File: src/rtl/mmio_fifo_ctrl.sv
// MMIO window onto a DEPTH x 64-bit ring buffer: DATA push/pop, STATUS, CONTROL.
// Read responses are registered, so latency is one cycle; there is no backpressure.
module mmio_fifo_ctrl #(
    parameter int DEPTH = 8,
    parameter int CNT_W = $clog2(DEPTH) + 1
) (
    input  logic        clk,
    input  logic        rst,
    input  logic        mmio_wr_valid,
    input  logic        mmio_rd_valid,
    input  logic [15:0] mmio_addr,
    input  logic [8:0]  mmio_tid,
    input  logic [63:0] mmio_wr_data,
    output logic        rd_rsp_valid,
    output logic [8:0]  rd_rsp_tid,
    output logic [63:0] rd_rsp_data
);

    localparam int AW = $clog2(DEPTH);
    localparam logic [15:0] ADDR_DATA   = 16'h0020;
    localparam logic [15:0] ADDR_STATUS = 16'h0022;
    localparam logic [15:0] ADDR_CTRL   = 16'h0024;

    logic [63:0]      mem_q [DEPTH];
    logic [AW-1:0]    wr_ptr_q, wr_ptr_d;
    logic [AW-1:0]    rd_ptr_q, rd_ptr_d;
    logic [CNT_W-1:0] count_q, count_d;
    logic             ovf_q, ovf_d;
    logic             udf_q, udf_d;
    logic             rsp_vld_q, rsp_vld_d;
    logic [8:0]       rsp_tid_q, rsp_tid_d;
    logic [63:0]      rsp_dat_q, rsp_dat_d;

    logic        empty, full;
    logic        push_req, pop_req, push_ok, pop_ok;
    logic        ctrl_wr, flush, clr_sticky;
    logic [63:0] status_word, rd_word;

    always_comb begin
        empty      = (count_q == '0);
        full       = (count_q == CNT_W'(DEPTH));
        push_req   = mmio_wr_valid && (mmio_addr == ADDR_DATA);
        pop_req    = mmio_rd_valid && (mmio_addr == ADDR_DATA);
        ctrl_wr    = mmio_wr_valid && (mmio_addr == ADDR_CTRL);
        flush      = ctrl_wr && mmio_wr_data[0];
        clr_sticky = ctrl_wr && mmio_wr_data[1];
        // A pop in the same cycle frees the slot, so a push to a full buffer still lands.
        push_ok    = push_req && (!full || pop_req);
        pop_ok     = pop_req && !empty;

        wr_ptr_d = wr_ptr_q;
        rd_ptr_d = rd_ptr_q;
        count_d  = count_q;
        if (push_ok) begin
            wr_ptr_d = wr_ptr_q + AW'(1);
        end
        if (pop_ok) begin
            rd_ptr_d = rd_ptr_q + AW'(1);
        end
        if (push_ok && !pop_ok) begin
            count_d = count_q + CNT_W'(1);
        end else if (pop_ok && !push_ok) begin
            count_d = count_q - CNT_W'(1);
        end
        if (flush) begin
            wr_ptr_d = '0;
            rd_ptr_d = '0;
            count_d  = '0;
        end

        ovf_d = ovf_q;
        udf_d = udf_q;
        if (clr_sticky) begin
            ovf_d = 1'b0;
            udf_d = 1'b0;
        end
        if (push_req && full && !pop_req) begin
            ovf_d = 1'b1;
        end
        if (pop_req && empty) begin
            udf_d = 1'b1;
        end

        status_word        = '0;
        status_word[15:0]  = 16'(count_q);
        status_word[16]    = empty;
        status_word[17]    = full;
        status_word[18]    = ovf_q;
        status_word[19]    = udf_q;

        rd_word = '0;
        if (mmio_addr == ADDR_DATA) begin
            rd_word = empty ? 64'h0 : mem_q[rd_ptr_q];
        end else if (mmio_addr == ADDR_STATUS) begin
            rd_word = status_word;
        end

        rsp_vld_d = mmio_rd_valid;
        rsp_tid_d = mmio_rd_valid ? mmio_tid : rsp_tid_q;
        rsp_dat_d = mmio_rd_valid ? rd_word  : rsp_dat_q;
    end

    always_ff @(posedge clk) begin
        if (rst) begin
            wr_ptr_q  <= '0;
            rd_ptr_q  <= '0;
            count_q   <= '0;
            ovf_q     <= 1'b0;
            udf_q     <= 1'b0;
            rsp_vld_q <= 1'b0;
            rsp_tid_q <= '0;
            rsp_dat_q <= '0;
        end else begin
            wr_ptr_q  <= wr_ptr_d;
            rd_ptr_q  <= rd_ptr_d;
            count_q   <= count_d;
            ovf_q     <= ovf_d;
            udf_q     <= udf_d;
            rsp_vld_q <= rsp_vld_d;
            rsp_tid_q <= rsp_tid_d;
            rsp_dat_q <= rsp_dat_d;
        end
    end

    // Storage is never reset: an empty pop returns zero, so stale entries stay hidden.
    always_ff @(posedge clk) begin
        if (push_ok && !rst) begin
            mem_q[wr_ptr_q] <= mmio_wr_data;
        end
    end

    assign rd_rsp_valid = rsp_vld_q;
    assign rd_rsp_tid   = rsp_tid_q;
    assign rd_rsp_data  = rsp_dat_q;

endmodule
File: config.mk
export PLATFORM = sky130hd
export DESIGN_NAME = mmio_fifo_ctrl
export DESIGN_NICKNAME = d
export VERILOG_FILES = /design/src/rtl/mmio_fifo_ctrl.sv
export SDC_FILE = /design/constraint.sdc
export NUM_CORES = 1
export LEC_CHECK = 0
export ABC_AREA = 1
export BUFFER_PORTS_ARGS = -buffer_cell sky130_fd_sc_hd__buf_2
export CAP_MARGIN = 10
export CORE_ASPECT_RATIO = 0.75
export CORE_MARGIN = 5
export CORE_UTILIZATION = 30
export CTS_CLUSTER_DIAMETER = 80
export DETAILED_ROUTE_END_ITERATION = 8
export GPL_TIMING_DRIVEN = 0
export SYNTH_ARGS = -nofsm -noshare
export SYNTH_HDL_FRONTEND = slang
export SYNTH_SLANG_ARGS = --single-unit
File: constraint.sdc
create_clock -name clk -period 13.2 [get_ports clk]
set_input_delay 1.32 -clock clk [delete_from_list [all_inputs] [get_ports clk]]
set_output_delay 1.32 -clock clk [all_outputs]
set_load 0.005 [all_outputs]
==> results.json <==
{
  "hold_path_end": "rd_rsp_data[51]",
  "initial_utilization_pct": 30.2,
  "worstHoldStart": "rd_rsp_data[51]",
  "synthTopCellsByArea": "edfxtp_1 63%, nand2_1 8.3%, dfxtp_1 7.4%",
  "route.detailed.drc": 0,
  "grt_antenna_before_repair": 18,
  "wl_um": 66400,
  "antenna_left": 0,
  "dieArea_sq_um": 86600,
  "tightest_slew_ps": 1030,
  "hold_depth": 2,
  "die_w_um": 338,
  "synth_top_area_share_pct": 63.5,
  "clockRootBuffer": "clkbuf_16",
  "ys_async_sr_fraction_pct": 0,
  "slew_headroom_pct": 31.6,
  "synth_ff_type": "edfxtp_1",
  "final_hold_viol_count": 0,
  "outcome": "completed",
  "crit_family": "buffers and inverters",
  "crit_chain": "clkbuf_1 -> inv_1 -> clkbuf_1 -> nand3_1 -> nor3_2 -> buf_6 -> buf_6 -> buf_8 -> buf_6",
  "grt_overflow_total": 0,
  "hp-class": "flip-flop to flip-flop",
  "crit_top_cell": "buf_6",
  "drt_iter0_markers": 1460,
  "avgSynthCellArea_sq_um": 10.7,
  "min_period_over_period_pct": 30.2,
  "reg2reg_from": "count_q[0]",
  "grt_use_total_pct": 15.1,
  "yosysWarnings": 0,
  "ir_worst_vdd_uv": 86.6,
  "max-cap-violations": 0,
  "layout.nets": 2624,
  "worst_path_max_delay_cell": "nor3_2",
  "vias_per_cell": 4.51,
  "cts_htree_levels": 3,
  "cts_hold_buffers": 0,
  "synthTopCellsByCount": "533 x nand2_1, 512 x edfxtp_1, 443 x nor2_1, 187 x o21ai_0, 134 x inv_1",
  "grt_pass1_wl_um": 99300,
  "synth_area_sq_um": 24200,
  "final-setup-viol-count": 0,
  "startpoint_type": "input port",
  "synth_nets": 2356,
  "cts_made_buffers": 66,
  "min_period_ps": 3990,
  "synth-seq-cells": 601,
  "syn_inst": 2257,
  "arrival_ps": 4300,
  "fmax_mhz": 251,
  "cp_slowest_stage_delay_ps": 800,
  "rsz0062_at_grt": "no",
  "power.leakage_nw": 10.7,
  "cellPowerDensity_nw_per_um2": 136,
  "yosysTopAreaCell": "edfxtp_1",
  "ff2ff_setup_slack_ps": 10370,
  "post_cts_buffers": 0,
  "grt_pass1_vias": 15787,
  "worst-path-buf-inv": 7,
  "reg2regPathDepth": 9,
  "clk_latency_ps": 600,
  "io_pins": 167,
  "grt_max_degree": 29,
  "cts_sinks": 601,
  "slew_viol_final": 0,
  "post_cts_resized": 0,
  "r2r_end": "mem_q[3][31]",
  "rows": 90,
  "area_growth_pct": 20.0,
  "worst_ep_required_time_ps": 13510,
  "wl_per_cell_um": 18.2,
  "end_kind": "flip-flop",
  "drive_above_1_share_pct": 15.5,
  "cts_tree": "built",
  "routabilityCongestion": 0.777,
  "clockBufferDepth": 3,
  "port_buffers": 164,
  "synth_most_common_cell": "nand2_1",
  "p_total_mw": 3.95,
  "synth_seq_area_share_pct": 70.8,
  "whs_ps": 459,
  "num_vias": 16411,
  "dp_hpwl_um": 44900,
  "die_h_um": 256,
  "core-area_sq_um": 80300,
  "synth-edff-count": 512,
  "drt_first_pass_iters": 5,
  "totalNegativeSetupSlack_ps": 0,
  "yosysUniqueCellTypes": 34,
  "cts.clk_slew.worst_paths_ps": 60,
  "crit_fanout": 10,
  "worst-setup-path-type": "input port to flip-flop",
  "skew_ps": 20.1
}
-- metrics by stage --
| step | instances | area (sq um) | utilization (%) | worst slack (ps) |
|---|---|---|---|---|
| finish | 3642 | 29100 | 36.2 | 9210 |
| global route | 3638 | 29100 | 36.2 | 9050 |
| CTS | 3637 | 29100 | 36.2 | 9190 |
| detailed placement | 3515 | 26900 | 33.5 | 8560 |
| global placement | 3479 | 26400 | 32.8 | 1150 |
| floorplan | 2257 | 24200 | - | 6240 |
-- metal layers --
metal	routed length, um	global-route usage [%]	vias up
met4	1590	3.77	22
li1	-	-	8103
met5	134	0	-
met3	5740	4.94	122
met1	29400	20.6	7622
met2	29600	23.4	542
-- logic make-up after synthesis --
kind of cell / after synthesis / synth area share (%)
AND/OR/NAND/NOR: 1037 / 16.7
flip-flops: 601 / 70.8
AO/OA/AOI/OAI: 347 / 7.17
buffers and inverters: 262 / 4.82
adder cells (fa/ha/maj): 6 / 0.341
XOR/XNOR: 3 / 0.109
multiplexers: 1 / 0.0413
-- worst register-to-register path: cells and delay by family (launching register included) --
family	cells	cell delay, ps
AND/OR/NAND/NOR	5	1290
buffers and inverters	4	800
flip-flops	1	450
-- flip-flops by register name, indices dropped and copies added, names as in the netlist, named ones only --
signal        cells
count_q           4
mem_q           512
ovf_q             1
rd_ptr_q          3
rd_rsp_data      64
rd_rsp_tid        9
rd_rsp_valid      1
udf_q             1
wr_ptr_q          3
-- layout make-up --
type | instances | area, sq um
Antenna cell | 5 | 12.5
Buffer | 124 | 643
Clock buffer | 80 | 1760
Clock inverter | 42 | 398
Fill cell | 7900 | 51200
Inverter | 138 | 523
Multi-Input combinational cell | 1394 | 5940
Sequential cell | 601 | 17200
Tap cell | 1058 | 1320
Timing Repair Buffer | 200 | 1310
-- cells in the final DEF (no fill, tap or decap), types with 4 or more instances in the layout --
master,netlist,layout
buf_4,6,9
clkinv_1,1,16
dfxtp_1,89,89
diode_2,0,5
bufinv_16,0,6
o21ai_1,87,87
buf_12,0,8
inv_6,0,7
buf_2,63,227
clkbuf_16,0,67
nand4_1,11,11
nor2_1,443,439
buf_1,9,9
buf_6,10,31
ha_1,5,5
a21oi_1,73,73
clkinv_2,0,9
nand2_1,533,533
edfxtp_1,512,512
nand3_1,32,32
o21ai_0,187,187
nor2_4,0,4
clkbuf_1,35,45
inv_1,134,134
nor2_2,5,5
nor3_2,1,5
-- worst max path at each step --
stage	from	endpoint	cells past startpoint
2_1_floorplan	mmio_addr[15]	mem_q[1][0]	7
3_3_place_gp	rst	mem_q[3][33]	5
3_5_place_dp	rst	mem_q[3][33]	9
4_1_cts	rst	mem_q[3][32]	9
5_1_grt	rst	mem_q[3][29]	9
6_report	rst	mem_q[3][31]	9
-- power breakdown --
group	internal [mW]	switching, mW	leakage [nW]	total (mW)
Clock	1.07	0.760	1.05	1.83
Combinational	0.0162	0.0431	4.38	0.0593
Sequential	2.06	0.00127	5.32	2.06
Total	3.15	0.805	10.7	3.95
No activity file was read; power rests on OpenSTA's default activity.
